[src/rtl/common.sv]
// common: shared operand width, LSU access sizes and controller states
package common;

    localparam int OPERAND_WIDTH = 32;

    typedef enum logic [2:0] {
        SZ_B  = 3'b000,
        SZ_H  = 3'b001,
        SZ_W  = 3'b010,
        SZ_BU = 3'b100,
        SZ_HU = 3'b101
    } lsu_size_e;

    typedef enum logic [1:0] {
        IDLE,
        FIRST,
        SECOND,
        RESP
    } lsu_state_e;

    // stores only allow the signed encodings; loads allow all five
    function automatic logic size_legal(input logic we, input logic [2:0] size);
        return we ? (size inside {SZ_B, SZ_H, SZ_W})
                  : (size inside {SZ_B, SZ_H, SZ_W, SZ_BU, SZ_HU});
    endfunction

endpackage

[src/rtl/lsu_mem_ctrl_if.sv]
// lsu_mem_ctrl_if: request/response and data-memory signals of the load/store controller
interface lsu_mem_ctrl_if #(parameter int ADDR_WIDTH = 8);

    logic                             req_valid;
    logic                             req_ready;
    logic                             req_we;
    logic [2:0]                       req_size;
    logic [common::OPERAND_WIDTH-1:0] req_addr;
    logic [common::OPERAND_WIDTH-1:0] req_wdata;
    logic                             resp_valid;
    logic                             resp_err;
    logic [31:0]                      resp_rdata;
    logic                             mem_en;
    logic                             mem_we;
    logic [ADDR_WIDTH-1:0]            mem_addr;
    logic [3:0]                       mem_be;
    logic [31:0]                      mem_wdata;
    logic [31:0]                      mem_rdata;

    modport slave (
        input  req_valid, req_we, req_size, req_addr, req_wdata, mem_rdata,
        output req_ready, resp_valid, resp_err, resp_rdata,
               mem_en, mem_we, mem_addr, mem_be, mem_wdata
    );

    modport master (
        output req_valid, req_we, req_size, req_addr, req_wdata, mem_rdata,
        input  req_ready, resp_valid, resp_err, resp_rdata,
               mem_en, mem_we, mem_addr, mem_be, mem_wdata
    );

endinterface

[src/rtl/lsu_align.sv]
// lsu_align: byte-lane placement for stores and extraction/extension for loads
module lsu_align
    import common::*;
(
    input  logic [2:0]  size,
    input  logic [1:0]  off,
    input  logic [31:0] wdata,
    input  logic [31:0] word0,
    input  logic [31:0] word1,
    output logic        split,
    output logic [7:0]  be,
    output logic [63:0] wdata_sh,
    output logic [31:0] rdata_ext
);

    logic        is_b;
    logic        is_h;
    logic [2:0]  nbytes;
    logic [3:0]  mask;
    logic [63:0] rdata_cat;
    logic [31:0] rdata_sh;

    // a split load sees the first word in word0 and the second in word1; otherwise word1 holds the only word
    always_comb begin
        is_b      = size inside {SZ_B, SZ_BU};
        is_h      = size inside {SZ_H, SZ_HU};
        nbytes    = is_b ? 3'd1 : is_h ? 3'd2 : 3'd4;
        mask      = is_b ? 4'b0001 : is_h ? 4'b0011 : 4'b1111;
        split     = ({1'b0, off} + nbytes) > 3'd4;
        be        = {4'b0000, mask} << off;
        wdata_sh  = {32'b0, wdata} << {off, 3'b000};
        rdata_cat = split ? {word1, word0} : {32'b0, word1};
        rdata_sh  = 32'(rdata_cat >> {off, 3'b000});
        rdata_ext = is_b ? {{24{~size[2] & rdata_sh[7]}}, rdata_sh[7:0]}
                  : is_h ? {{16{~size[2] & rdata_sh[15]}}, rdata_sh[15:0]}
                  : rdata_sh;
    end

endmodule

[src/rtl/lsu_mem_ctrl.sv]
// lsu_mem_ctrl: one-at-a-time load/store sequencer with misaligned-access splitting
module lsu_mem_ctrl
    import common::*;
#(
    parameter int ADDR_WIDTH = 8
)
(
    input  logic          clk,
    input  logic          rst_n,
    lsu_mem_ctrl_if.slave bus
);

    localparam int                    AW      = ADDR_WIDTH + 2;
    localparam logic [ADDR_WIDTH-1:0] WORD_ONE = 1;

    lsu_state_e    state_q, state_d;
    logic [AW-1:0] addr_q, addr_d;
    logic [2:0]    size_q, size_d;
    logic          we_q, we_d;
    logic          err_q, err_d;
    logic [31:0]   wdata_q, wdata_d;
    logic [31:0]   word0_q, word0_d;
    logic          split;
    logic [7:0]    be;
    logic [63:0]   wdata_sh;
    logic [31:0]   rdata_ext;

    lsu_align u_align (
        .size      (size_q),
        .off       (addr_q[1:0]),
        .wdata     (wdata_q),
        .word0     (word0_q),
        .word1     (bus.mem_rdata),
        .split     (split),
        .be        (be),
        .wdata_sh  (wdata_sh),
        .rdata_ext (rdata_ext)
    );

    // state and captured request; reset aborts any access in flight
    always_ff @(posedge clk or negedge rst_n) begin
        if (!rst_n) begin
            state_q <= IDLE;
            addr_q  <= '0;
            size_q  <= '0;
            we_q    <= 1'b0;
            err_q   <= 1'b0;
            wdata_q <= '0;
            word0_q <= '0;
        end else begin
            state_q <= state_d;
            addr_q  <= addr_d;
            size_q  <= size_d;
            we_q    <= we_d;
            err_q   <= err_d;
            wdata_q <= wdata_d;
            word0_q <= word0_d;
        end
    end

    // sequencing and outputs; memory strobes exist only in FIRST and SECOND
    always_comb begin
        state_d        = state_q;
        addr_d         = addr_q;
        size_d         = size_q;
        we_d           = we_q;
        err_d          = err_q;
        wdata_d        = wdata_q;
        word0_d        = word0_q;
        bus.req_ready  = state_q == IDLE;
        bus.resp_valid = 1'b0;
        bus.resp_err   = 1'b0;
        bus.resp_rdata = '0;
        bus.mem_en     = 1'b0;
        bus.mem_we     = 1'b0;
        bus.mem_addr   = '0;
        bus.mem_be     = '0;
        bus.mem_wdata  = '0;
        case (state_q)
            IDLE: if (bus.req_valid) begin
                addr_d  = bus.req_addr[AW-1:0];
                size_d  = bus.req_size;
                we_d    = bus.req_we;
                wdata_d = bus.req_wdata;
                err_d   = !size_legal(bus.req_we, bus.req_size);
                state_d = err_d ? RESP : FIRST;
            end
            FIRST: begin
                bus.mem_en    = 1'b1;
                bus.mem_we    = we_q;
                bus.mem_addr  = addr_q[AW-1:2];
                bus.mem_be    = be[3:0];
                bus.mem_wdata = wdata_sh[31:0];
                state_d       = split ? SECOND : RESP;
            end
            SECOND: begin
                bus.mem_en    = 1'b1;
                bus.mem_we    = we_q;
                bus.mem_addr  = addr_q[AW-1:2] + WORD_ONE;
                bus.mem_be    = be[7:4];
                bus.mem_wdata = wdata_sh[63:32];
                word0_d       = bus.mem_rdata;
                state_d       = RESP;
            end
            RESP: begin
                bus.resp_valid = 1'b1;
                bus.resp_err   = err_q;
                bus.resp_rdata = (err_q || we_q) ? '0 : rdata_ext;
                state_d        = IDLE;
            end
            default: state_d = IDLE;
        endcase
    end

endmodule

[src/flat_wrapper.sv]
// flat-port wrapper written by rule: the top's interface ports become plain ports
module lsu_mem_ctrl_flat import common::*;
#(
    parameter int ADDR_WIDTH = 8
)
  (clk, rst_n, bus_req_valid, bus_req_we, bus_req_size, bus_req_addr, bus_req_wdata, bus_mem_rdata, bus_req_ready, bus_resp_valid, bus_resp_err, bus_resp_rdata, bus_mem_en, bus_mem_we, bus_mem_addr, bus_mem_be, bus_mem_wdata);
  lsu_mem_ctrl_if #(.ADDR_WIDTH(ADDR_WIDTH)) bus_i ();
  input  logic clk;
  input  logic rst_n;
  input wire logic [$bits(bus_i.req_valid)-1:0] bus_req_valid;
  input wire logic [$bits(bus_i.req_we)-1:0] bus_req_we;
  input wire logic [$bits(bus_i.req_size)-1:0] bus_req_size;
  input wire logic [$bits(bus_i.req_addr)-1:0] bus_req_addr;
  input wire logic [$bits(bus_i.req_wdata)-1:0] bus_req_wdata;
  input wire logic [$bits(bus_i.mem_rdata)-1:0] bus_mem_rdata;
  output wire logic [$bits(bus_i.req_ready)-1:0] bus_req_ready;
  output wire logic [$bits(bus_i.resp_valid)-1:0] bus_resp_valid;
  output wire logic [$bits(bus_i.resp_err)-1:0] bus_resp_err;
  output wire logic [$bits(bus_i.resp_rdata)-1:0] bus_resp_rdata;
  output wire logic [$bits(bus_i.mem_en)-1:0] bus_mem_en;
  output wire logic [$bits(bus_i.mem_we)-1:0] bus_mem_we;
  output wire logic [$bits(bus_i.mem_addr)-1:0] bus_mem_addr;
  output wire logic [$bits(bus_i.mem_be)-1:0] bus_mem_be;
  output wire logic [$bits(bus_i.mem_wdata)-1:0] bus_mem_wdata;
  assign bus_i.req_valid = bus_req_valid;
  assign bus_i.req_we = bus_req_we;
  assign bus_i.req_size = bus_req_size;
  assign bus_i.req_addr = bus_req_addr;
  assign bus_i.req_wdata = bus_req_wdata;
  assign bus_i.mem_rdata = bus_mem_rdata;
  assign bus_req_ready = bus_i.req_ready;
  assign bus_resp_valid = bus_i.resp_valid;
  assign bus_resp_err = bus_i.resp_err;
  assign bus_resp_rdata = bus_i.resp_rdata;
  assign bus_mem_en = bus_i.mem_en;
  assign bus_mem_we = bus_i.mem_we;
  assign bus_mem_addr = bus_i.mem_addr;
  assign bus_mem_be = bus_i.mem_be;
  assign bus_mem_wdata = bus_i.mem_wdata;
  lsu_mem_ctrl #(.ADDR_WIDTH(ADDR_WIDTH)) u_core (.clk(clk), .rst_n(rst_n), .bus(bus_i));
endmodule
[config.mk]
export PLATFORM = sky130hd
export DESIGN_NAME = lsu_mem_ctrl_flat
export DESIGN_NICKNAME = d
export VERILOG_FILES = /design/src/rtl/common.sv /design/src/rtl/lsu_mem_ctrl_if.sv /design/src/rtl/lsu_align.sv /design/src/rtl/lsu_mem_ctrl.sv /design/src/flat_wrapper.sv
export SDC_FILE = /design/constraint.sdc
export NUM_CORES = 1
export LEC_CHECK = 0
export ABC_AREA = 0
export CAP_MARGIN = 30
export CORE_ASPECT_RATIO = 1.1
export CORE_UTILIZATION = 33
export CTS_BUF_LIST = sky130_fd_sc_hd__clkbuf_4 sky130_fd_sc_hd__clkbuf_8
export DETAILED_ROUTE_END_ITERATION = 8
export PLACE_DENSITY_LB_ADDON = 0.3
export SLEW_MARGIN = 20
export SYNTH_ARGS = -nofsm -noshare
export SYNTH_HDL_FRONTEND = slang
export SYNTH_SLANG_ARGS = --single-unit
[constraint.sdc]
create_clock -name clk -period 4.5 [get_ports clk]
set_input_delay 0.675 -clock clk [delete_from_list [all_inputs] [get_ports clk]]
set_output_delay 0.675 -clock clk [all_outputs]
set_load 0.05 [all_outputs]
# ---- After elaboration in Yosys (flattened, before gate mapping)
# Cells that the tools add are included.
dict set report word_totals {
  register_bits 81
  inputBits 103
  wordCells 59
}
dict set report classes {
  add_sub_neg 2
  magnitude_cmp 1
  eq_ne 11
  shift 3
  mux 21
  bitwise 3
  n_reduce_logical 11
}
# operator count
set op_table {}
lappend op_table {{$mux 32} 4}
lappend op_table {{$mux 64} 1}
lappend op_table {{$pmux 32 s2} 1}
lappend op_table {{$shl 32x5->64} 1}
lappend op_table {{$shr 64x5->32} 1}
lappend op_table {{$pmux 8 s2} 1}
lappend op_table {{$eq 3x3->1 const B} 4}
lappend op_table {{$add 8x1->8 const B} 1}
lappend op_table {{$mux 4} 2}
lappend op_table {{$pmux 2 s4} 1}
lappend op_table {{$pmux 4 s2} 1}
lappend op_table {{$shl 4x2->8} 1}
lappend op_table {{$eq 3x1->1 const B} 2}
lappend op_table {{$logic_not 3->1} 2}
lappend op_table {{$mux 1} 6}
lappend op_table {{$mux 3} 2}
lappend op_table {{$reduce_bool 5->1} 1}
lappend op_table {{$eq 2x2->1 const B} 2}
lappend op_table {{$mux 2} 2}
lappend op_table {{$reduce_bool 2->1} 2}
lappend op_table {{$add 2x3->3} 1}
lappend op_table {{$eq 3x2->1 const B} 1}
lappend op_table {{$gt 3x3->1 const B} 1}
lappend op_table {{$reduce_bool 3->1} 1}
lappend op_table {{other kinds (9)} 10}

# ---- Longest topological paths before layout
# Gate-level depths: netlist of run 1.
dict set report logic_depth {
  depth_word 13
  mapped_depth 15
  ltp_nobuf 10
}

# ---- Hierarchy
# From an unflattened synthesis of run 1, not the netlist that was laid out.
dict set report unflattened {
  hier_cells 663
  hier_area_um2 6481.2
}
# module n_inst cells_per_inst area_per_inst_um2 seq_area_each_um2
set by_module_without_submodules {}
lappend by_module_without_submodules {lsu_mem_ctrl 1 344 3981.3 2026.9}
lappend by_module_without_submodules {lsu_align 1 319 2499.9 0.0}

# ---- Worst setup path after synthesis of run 1
# No wires, ideal clock.
dict set report synth_path {
  path_type {register to output}
  from {register u_core.size_q[1]}
  to {output port bus_resp_rdata[22]}
  arrival_ns 3.655
  required_time_ns 3.825
  slack_ns 0.170
  path_stages_with_launch 16
  cell_sequence {dfrtp_1 buf_6 or2_1 clkbuf_1 inv_1 ha_1 inv_1 fa_1 and2_1 buf_2 nor2_8 buf_8 buf_2 buf_2 nand3_1 a31oi_1}
}
dict set report synth_via {
  elab_chain_cells 13
}
# item line
set synth_rtl {}
lappend synth_rtl {{from (decl)} lsu_mem_ctrl.sv:18} ;# logic [2:0] size_q, size_d;
lappend synth_rtl {{from (signal assigned)} lsu_mem_ctrl.sv:53} ;# size_q <= size_d;
lappend synth_rtl {{$eq 3x1->1 or $eq 3x3->1 (tied branches)} lsu_align.sv:26} ;# is_h = size inside {SZ_H, SZ_HU};
lappend synth_rtl {{$reduce_bool 2->1} lsu_align.sv:26}
lappend synth_rtl {{$mux 3 (2 in series)} lsu_align.sv:27} ;# nbytes = is_b ? 3'd1 : is_h ? 3'd2 : 3'd4;
lappend synth_rtl {{$add 2x3->3} lsu_align.sv:29} ;# split = ({1'b0, off} + nbytes) > 3'd4;
lappend synth_rtl {{$gt 3x3->1} lsu_align.sv:29}
lappend synth_rtl {{$mux 64} lsu_align.sv:32} ;# rdata_cat = split ? {word1, word0} : {32'b0, word1};
lappend synth_rtl {{$shr 64x5->32} lsu_align.sv:33} ;# rdata_sh = 32'(rdata_cat >> {off, 3'b000});
lappend synth_rtl {{$and 1x1->1} lsu_align.sv:35} ;# : is_h ? {{16{~size[2] & rdata_sh[15]}}, rdata_sh[15:0]}
lappend synth_rtl {{$mux 32} lsu_align.sv:35}
lappend synth_rtl {{$mux 32 (*)} lsu_align.sv:34} ;# rdata_ext = is_b ? {{24{~size[2] & rdata_sh[7]}}, rdata_sh[7:0]}
lappend synth_rtl {{$mux 32 (*)} lsu_mem_ctrl.sv:108} ;# bus.resp_rdata = (err_q || we_q) ? '0 : rdata_ext;
lappend synth_rtl {{$mux 32 (*)} lsu_mem_ctrl.sv:79} ;# case (state_q)
lappend synth_rtl {{to (decl)} flat_wrapper.sv:19} ;# output wire logic [$bits(bus_i.resp_rdata)-1:0] bus_resp_rdata;
# Mark *: on every way between the ends. The rest lies on a longest branch, timed or not.

# ---- Final worst setup path of run 1
dict set report layout_path {
  from {register u_core.size_q[0]}
  to {output port bus_resp_rdata[31]}
}
# Same word-level chain as after synthesis.

==> impl_metrics.json, run 1 <==
{
  "gp_congestion": 0.839,
  "ys_types": 48,
  "layout.cells.non_filler": 966,
  "multi_input_comb_area_um2": 3990,
  "period_share_pct": 96.2,
  "grt_overflow": 0,
  "synth-xor-area-share_pct": 0.976,
  "final_critical_delay_including_setup_and_external_delays_ps": 4330,
  "floorplan.io_pins": 184,
  "area_growth_syn_to_layout_pct": 34.2,
  "ir_worst_vdd_uv": 469,
  "avgViaCountPerCell": 5.54,
  "placedCellCount": 948,
  "report.final.hold_viol_count": 0,
  "max_cap_viol_count": 0,
  "critical_path.endpoint_type": "output port",
  "worstHoldPathType": "in2async",
  "crit_fanout": 16,
  "first_pass_grt_wire_length_mm": 30.6,
  "detail_route.iter0.violations": 295,
  "startpoint_type": "flip-flop",
  "critical_path_class": "reg2out",
  "first_global_vias": 5661,
  "floorplan.rows": 52,
  "die_height_um": 147,
  "slew_headroom_pct": 49.9,
  "run_status": "complete, no violations",
  "timing.setup.tns_ps": 0,
  "drv_slew": 0,
  "power.total_mw": 7.84,
  "setup.reg_to_reg.worst_slack_ps": 2000,
  "netlist_area_um2": 6280,
  "synth_simple_gate_area_share_pct": 11.5,
  "syn_avg_cell_area_um2": 10.8,
  "routed_wl_mm": 19.1,
  "ys_seq_elements": 81,
  "powerDensity_nw_per_um2": 929,
  "globalRouteTotalUtil_pct": 20.2,
  "detailedPlace.worstSlack_ps": 299,
  "h_tree_depth": 3,
  "grt_start_max_net_pins": 59,
  "synth_cells": 581,
  "cts-root-buf": "sky130_fd_sc_hd__clkbuf_8",
  "dr.pass1.iters": 4,
  "synth_seq_area_share_pct": 32.3,
  "fin_nets": 829,
  "timing.clock.skew_ps": 8.20,
  "cts.sink_count": 81,
  "muxShareOfSynthArea_pct": 37.3,
  "tightest_slew_ps": 751,
  "synth-warning-count": 0,
  "timing.fmax_mhz": 231,
  "dp_hpwl_mm": 13.2,
  "r2r_cells": 9,
  "dr_total_vias": 5353,
  "route.detailed.wl_per_inst_um": 19.7,
  "grt_setup_unrepaired": "no",
  "antennaDiodeCount": 0,
  "postSynthNetCount": 692,
  "setup_slack_ps": 169,
  "drc": 0,
  "clk_pin_slew_ps": 100,
  "combinational_family_with_the_most_area_after_synthesis": "multiplexers",
  "port_buffers": 161,
  "antenna_violations_before_repair": 0,
  "ctsHoldBuffers": 0,
  "setup_viol_count_final": 0,
  "total_area_of_sequential_cells_um2": 2030,
  "cts-root-to-sink-buffers": 2,
  "cts_tree": "yes",
  "cp.arrival_ps": 3660,
  "num-fill-cells": 1729,
  "initial_utilization_pct": 33.9,
  "floorplan.die.width_um": 134,
  "synth-adder-area-share_pct": 1.71,
  "synth_compound_gate_area_share_pct": 11.8,
  "fraction_of_final_layout_cells_with_drive_strength_greater_than_1_pct": 30.0,
  "drt.antenna.violating_nets": 0,
  "cts-buffers-inserted": 9,
  "worst_reg2reg_path_startpoint": "u_core.size_q[0]",
  "floorplan.core_area_um2": 18500,
  "endpoint_of_the_worst_register_to_register_path": "u_core.state_q[0]",
  "critPathRequiredTime_ps": 3830,
  "floorplan.die_area_um2": 19600,
  "power.static_leakage_nw": 3.40,
  "clk-insertion-delay-late_ps": 390
}
## per-stage QoR
stage	area (µm²)	util, %	hold slack [ps]
6_report	8440	45.5	266
3_3_place_gp	8150	44.0	483
4_1_cts	8410	45.3	282
5_1_grt	8440	45.5	308
2_1_floorplan	6280	-	379
3_5_place_dp	8190	44.2	492
## cell families (layout without fill, tap and decap cells)
group	Yosys count	after routing
xor gates and xnor gates	4	4
buffers and inverters	57	199
and+or+nand+nor	140	140
AOI/OAI and AO/OA	112	112
adders and majority gates	8	8
muxes	179	179
DFF	81	81
## Yosys cell counts, drive strengths merged
master	count	area (µm²)
nor3	4	30.0
xor2	3	45.1
buf	28	173
a21oi	30	150
xnor2	1	16.3
and3	3	18.8
o21ai	19	95.1
or2	1	6.26
a22oi	18	135
clkbuf	23	86.3
a21boi	1	7.51
and2	23	144
o32ai	1	27.5
nor2	25	110
nand2	49	191
a211oi	7	57.6
o21a	4	30.0
a22o	9	78.8
a2111oi	1	15.0
mux2i	52	521
mux2	94	1060
ha	7	87.6
a21o	1	7.51
fa	1	20.0
a31oi	9	56.3
o22ai	11	68.8
nand2b	1	6.26
nor2b	14	87.6
inv	6	22.5
nor4b	1	23.8
nand3	16	80.1
or3b	1	8.76
mux4	33	766
a32o	1	10.0
and4	1	8.76
nand3b	1	7.51
dfrtp	81	2030
## state kept, by name, summed over array words and instances (netlist names)
register,flops
u_core.wdata_q,32
u_core.word0_q,32
u_core.addr_q,10
u_core.size_q,3
u_core.state_q,2
u_core.err_q,1
u_core.we_q,1
## critical path: stages, from the launching register on
cell and delay (ps):
sky130_fd_sc_hd__dfrtp_1 440, sky130_fd_sc_hd__or2_1 260, sky130_fd_sc_hd__inv_1 130, sky130_fd_sc_hd__ha_1 160
sky130_fd_sc_hd__inv_1 50, sky130_fd_sc_hd__fa_1 470, sky130_fd_sc_hd__and2_1 250, sky130_fd_sc_hd__a2111oi_2 570
sky130_fd_sc_hd__nor4b_4 130, sky130_fd_sc_hd__o32ai_4 320, sky130_fd_sc_hd__buf_12 200, sky130_fd_sc_hd__a21oi_1 80
sky130_fd_sc_hd__buf_4 220
## area by class of cell
type                            instances  share of cell area (%)
Multi-Input combinational cell        443                    47.3
Timing Repair Buffer                  177                    22.5
Sequential cell                        81                    24.1
Clock buffer                           10                    1.63
Tap cell                              243                    3.60
Inverter                                6                   0.267
Clock inverter                          6                   0.593
## metal layers
metal	vias to the layer above	global-route usage [%]	wire [µm]
met5	-	0	0
met3	31	4.21	1170
met2	207	34.4	9450
li1	2449	-	-
met4	0	8.18	432
met1	2666	24.7	8010
## report_power, final
group,leakage (nW),internal (mW),switching (mW)
logic,2.36,2.54,3.28
clock network,0.0895,0.221,0.318
registers,0.953,1.11,0.366
## how the worst max path moves through the flow
stage	from	to	slack [ps]	cells after the start
after floorplan	u_core.size_q[1]	bus_resp_rdata[22]	170	15
after global placement	u_core.size_q[0]	bus_resp_rdata[31]	410	11
after detailed placement	u_core.size_q[0]	bus_resp_rdata[31]	300	11
after CTS	u_core.size_q[0]	bus_resp_rdata[13]	2	12
after global routing	u_core.size_q[0]	bus_resp_rdata[31]	2	12
final	u_core.size_q[0]	bus_resp_rdata[31]	170	12
## what timing repair did
action,in CTS,in global routing
endpoints found under the hold margin,0,0
gates resized for setup,1,2
setup buffers,1,1
pin swaps,1,1
setup endpoints to repair,24,6
## layout by cell type, fill, tap and decap left out, drive strengths merged, types with 8 or more instances in the layout
cell type,count
inv,8
mux4,33
mux2i,52
nand2,49
clkdlybuf4s50,111
o21ai,19
o22ai,11
a31oi,9
clkbuf,10
a22o,9
nand3,16
dfrtp,81
and2,23
a22oi,18
a21oi,30
nor2b,14
mux2,94
buf,66
nor2,25
Power figures use the tool's default switching activity.
==> inputs of run 2 (changes only) <==
--- a/config.mk
+++ b/config.mk
@@ -11,8 +11,10 @@
 export CORE_UTILIZATION = 33
 export CTS_BUF_LIST = sky130_fd_sc_hd__clkbuf_4 sky130_fd_sc_hd__clkbuf_8
 export DETAILED_ROUTE_END_ITERATION = 8
+export HOLD_SLACK_MARGIN = 0.1
 export PLACE_DENSITY_LB_ADDON = 0.3
 export SLEW_MARGIN = 20
 export SYNTH_ARGS = -nofsm -noshare
 export SYNTH_HDL_FRONTEND = slang
+export SYNTH_HIERARCHICAL = 1
 export SYNTH_SLANG_ARGS = --single-unit
==> impl_metrics.json, run 2 <==
{
  "crit_path_cell_trace": "buf_4, inv_1, nand2_1, fa_1, xnor2_2, nand2_4, buf_4, mux4_2, mux2_2, and2_1, buf_4",
  "clk-insertion-delay-late_ps": 380,
  "antenna_violations_before_repair": 1,
  "floorplan.rows": 53,
  "global_route.peak_usage_layer": "met2",
  "dr_total_vias": 5563,
  "total_area_of_sequential_cells_um2": 2030,
  "floorplan.io_pins": 184,
  "syn_avg_cell_area_um2": 9.78,
  "critPathRequiredTime_ps": 3830,
  "clk_pin_slew_ps": 90,
  "cts-root-buf": "sky130_fd_sc_hd__clkbuf_8",
  "route.detailed.wl_per_inst_um": 18.0,
  "layout.cells.non_filler": 1049,
  "tightest_slew_ps": 936,
  "cp_slowest_cell": "sky130_fd_sc_hd__mux4_2",
  "cts_tree": "yes",
  "netlist_area_um2": 6480,
  "post_synth_main_area_contributors": "sky130_fd_sc_hd__dfrtp_1, sky130_fd_sc_hd__mux2_2, sky130_fd_sc_hd__mux4_2, sky130_fd_sc_hd__mux2i_1, sky130_fd_sc_hd__a22oi_1",
  "gp_congestion": 0.803,
  "first_pass_grt_wire_length_mm": 29.9,
  "ys_async_sr_fraction_pct": 100,
  "antennaDiodeCount": 0,
  "multi_input_comb_area_um2": 4120,
  "period_share_pct": 95.0,
  "yosys.area.top_type_share_pct": 31.3,
  "floorplan.die.width_um": 136,
  "synth_seq_area_share_pct": 31.3,
  "max_cap_viol_count": 0,
  "grt_setup_unrepaired": "no",
  "drc": 0,
  "timing.setup.tns_ps": 0,
  "floorplan.die_area_um2": 20200,
  "cts-root-to-sink-buffers": 2,
  "globalRouteTotalUtil_pct": 19.0,
  "timing.fmax_mhz": 234,
  "worstHoldPathType": "in2async",
  "met3_use_gr_pct": 4.04,
  "port_buffers": 161,
  "grt_overflow": 0,
  "drt.antenna.violating_nets": 0,
  "layout.cells.most_common": "sky130_fd_sc_hd__clkdlybuf4s50_1",
  "cp.buffers_inverters": 4,
  "mostFrequentLayoutCells": "sky130_fd_sc_hd__clkdlybuf4s50_1, sky130_fd_sc_hd__mux2_2, sky130_fd_sc_hd__dfrtp_1, sky130_fd_sc_hd__nor2_1, sky130_fd_sc_hd__mux2i_1",
  "die_height_um": 149,
  "crit_fanout": 15,
  "critical_path_class": "reg2out",
  "synthMostInstantiatedCell": "sky130_fd_sc_hd__mux2_2",
  "report.final.hold_viol_count": 0,
  "fin_nets": 908,
  "floorplan.core_area_um2": 19200,
  "ys_seq_elements": 81,
  "initial_utilization_pct": 33.8,
  "slew_headroom_pct": 37.6,
  "run_status": "complete, no violations",
  "final_critical_delay_including_setup_and_external_delays_ps": 4280,
  "placedCellCount": 1033,
  "use_met2_pct": 31.2,
  "synth_flop_cell": "sky130_fd_sc_hd__dfrtp_1",
  "ys_types": 51,
  "grt_start_max_net_pins": 116,
  "synth-edff-count": 0,
  "critical_path.endpoint_type": "output port",
  "detailedPlace.worstSlack_ps": 581,
  "h_tree_depth": 3,
  "synth-warning-count": 6,
  "area_growth_syn_to_layout_pct": 32.7,
  "ir_worst_vdd_uv": 448,
  "num-fill-cells": 1843,
  "dp_hpwl_mm": 12.9,
  "cts-buffers-inserted": 9,
  "crit_path_frequent_cell": "sky130_fd_sc_hd__buf_4",
  "powerDensity_nw_per_um2": 911,
  "post_cts_buffers": 0,
  "post_route_core_utilization_pct": 44.9,
  "drv_slew": 0,
  "synth.top_cells.by_count": "sky130_fd_sc_hd__mux2_2, sky130_fd_sc_hd__dfrtp_1, sky130_fd_sc_hd__nor2_1",
  "cp.arrival_ps": 3600,
  "routed_wl_mm": 18.9,
  "globalRouteMet1Util_pct": 25.1,
  "biggestRegsByFlops": "u_core/wdata_q: 32 flops, u_core/word0_q: 32 flops, u_core/addr_q: 10 flops",
  "timing.clock.skew_ps": 10.8,
  "power.static_leakage_nw": 3.60,
  "avgViaCountPerCell": 5.30,
  "setup_slack_ps": 225,
  "fraction_of_final_layout_cells_with_drive_strength_greater_than_1_pct": 25.8,
  "first_global_vias": 5525,
  "timing.hold.ws_ps": 350,
  "synth_cells": 663,
  "cts.sink_count": 81,
  "dr.pass1.iters": 5,
  "worst_path_dominant_cell_family": "buffers and inverters",
  "startpoint_type": "flip-flop",
  "detail_route.iter0.violations": 315,
  "leading_area_contributor_after_synthesis": "sky130_fd_sc_hd__dfrtp_1",
  "setup_viol_count_final": 0,
  "timing.critical_path.slowest_cell_delay_ps": 550
}
==> run 2: area by class of cell <==
cell class	instances	area share, %
clock buffers	10	1.60
clock inverters	6	0.858
inverters	11	0.524
multi-input cells	514	47.8
flip-flops and latches	81	23.6
well taps	247	3.59
repair buffers	180	22.0
==> run 2: timing repair <==
action | in CTS | in global routing
endpoints found under the setup margin | 0 | 1
resized for setup | 0 | 1
hold buffers | 0 | 0
==> run 2: logic make-up (layout without fill, tap and decap cells) <==
logic type | count (synthesis) | after routing | share of synthesized area (%)
AOI/OAI and AO/OA | 125 | 125 | 13.8
xor gates and xnor gates | 3 | 3 | 0.521
adders and majority gates | 8 | 8 | 1.66
buffers and inverters | 76 | 207 | 5.87
DFF | 81 | 81 | 31.3
muxes | 163 | 163 | 31.4
other | 1 | 9 | 0.0579
and+or+nand+nor | 206 | 206 | 15.4
==> run 2: path summary, 6_finish.rpt <==
check                             startpoint                 to  slack, ps  depth (start not counted)
setup / recovery            u_core/size_q[1]  bus_resp_rdata[2]        220                         11
hold / removal                         rst_n  u_core/word0_q[4]        350                          1
setup reg to reg            u_core/size_q[1]  u_core/state_q[0]       2120                         10
hold reg to reg            u_core/word0_q[7]  u_core/word0_q[7]        520                          1
max in group asynchronous              rst_n   u_core/addr_q[9]       3250                          2
min in group clk           u_core/word0_q[7]  u_core/word0_q[7]        520                          1
==> run 2: routing by layer <==
metal	part of all wire (%)	vias up
met5	0	-
met4	1.1	0
met3	6.8	13
met2	48	150
met1	44	2726
li1	-	2674
==> run 2: worst register-to-register path, stage by stage (launching register included) <==
cell,delay (ps)
sky130_fd_sc_hd__dfrtp_1,390
sky130_fd_sc_hd__buf_4,170
sky130_fd_sc_hd__inv_1,150
sky130_fd_sc_hd__nand2_1,130
sky130_fd_sc_hd__fa_1,480
sky130_fd_sc_hd__xnor2_2,190
sky130_fd_sc_hd__nand2_4,230
sky130_fd_sc_hd__clkinvlp_4,240
sky130_fd_sc_hd__inv_1,100
sky130_fd_sc_hd__a21oi_1,60
sky130_fd_sc_hd__a21oi_1,170
==> run 2: power breakdown <==
part	total (mW)	internal (mW)	switching, mW
Combinational	5.80	2.50	3.30
Clock	0.599	0.280	0.320
Sequential	1.44	1.11	0.330
==> run 2: per-stage QoR <==
step / total power [mW] / instance area [µm²]
CTS: 7.88 / 8600
floorplan: 5.76 / 6510
finish: 7.84 / 8600
global placement: 7.21 / 8370
detailed placement: 7.26 / 8390
global route: 8.40 / 8600
==> inputs of run 3 (changes only) <==
--- a/config.mk
+++ b/config.mk
@@ -8,6 +8,7 @@
 export ABC_AREA = 0
 export CAP_MARGIN = 30
 export CORE_ASPECT_RATIO = 1.1
+export CORE_MARGIN = 1
 export CORE_UTILIZATION = 33
 export CTS_BUF_LIST = sky130_fd_sc_hd__clkbuf_4 sky130_fd_sc_hd__clkbuf_8
 export DETAILED_ROUTE_END_ITERATION = 8
==> results of run 3 <==
Same layout as run 2: the final DEF is identical, and so are final timing and power.
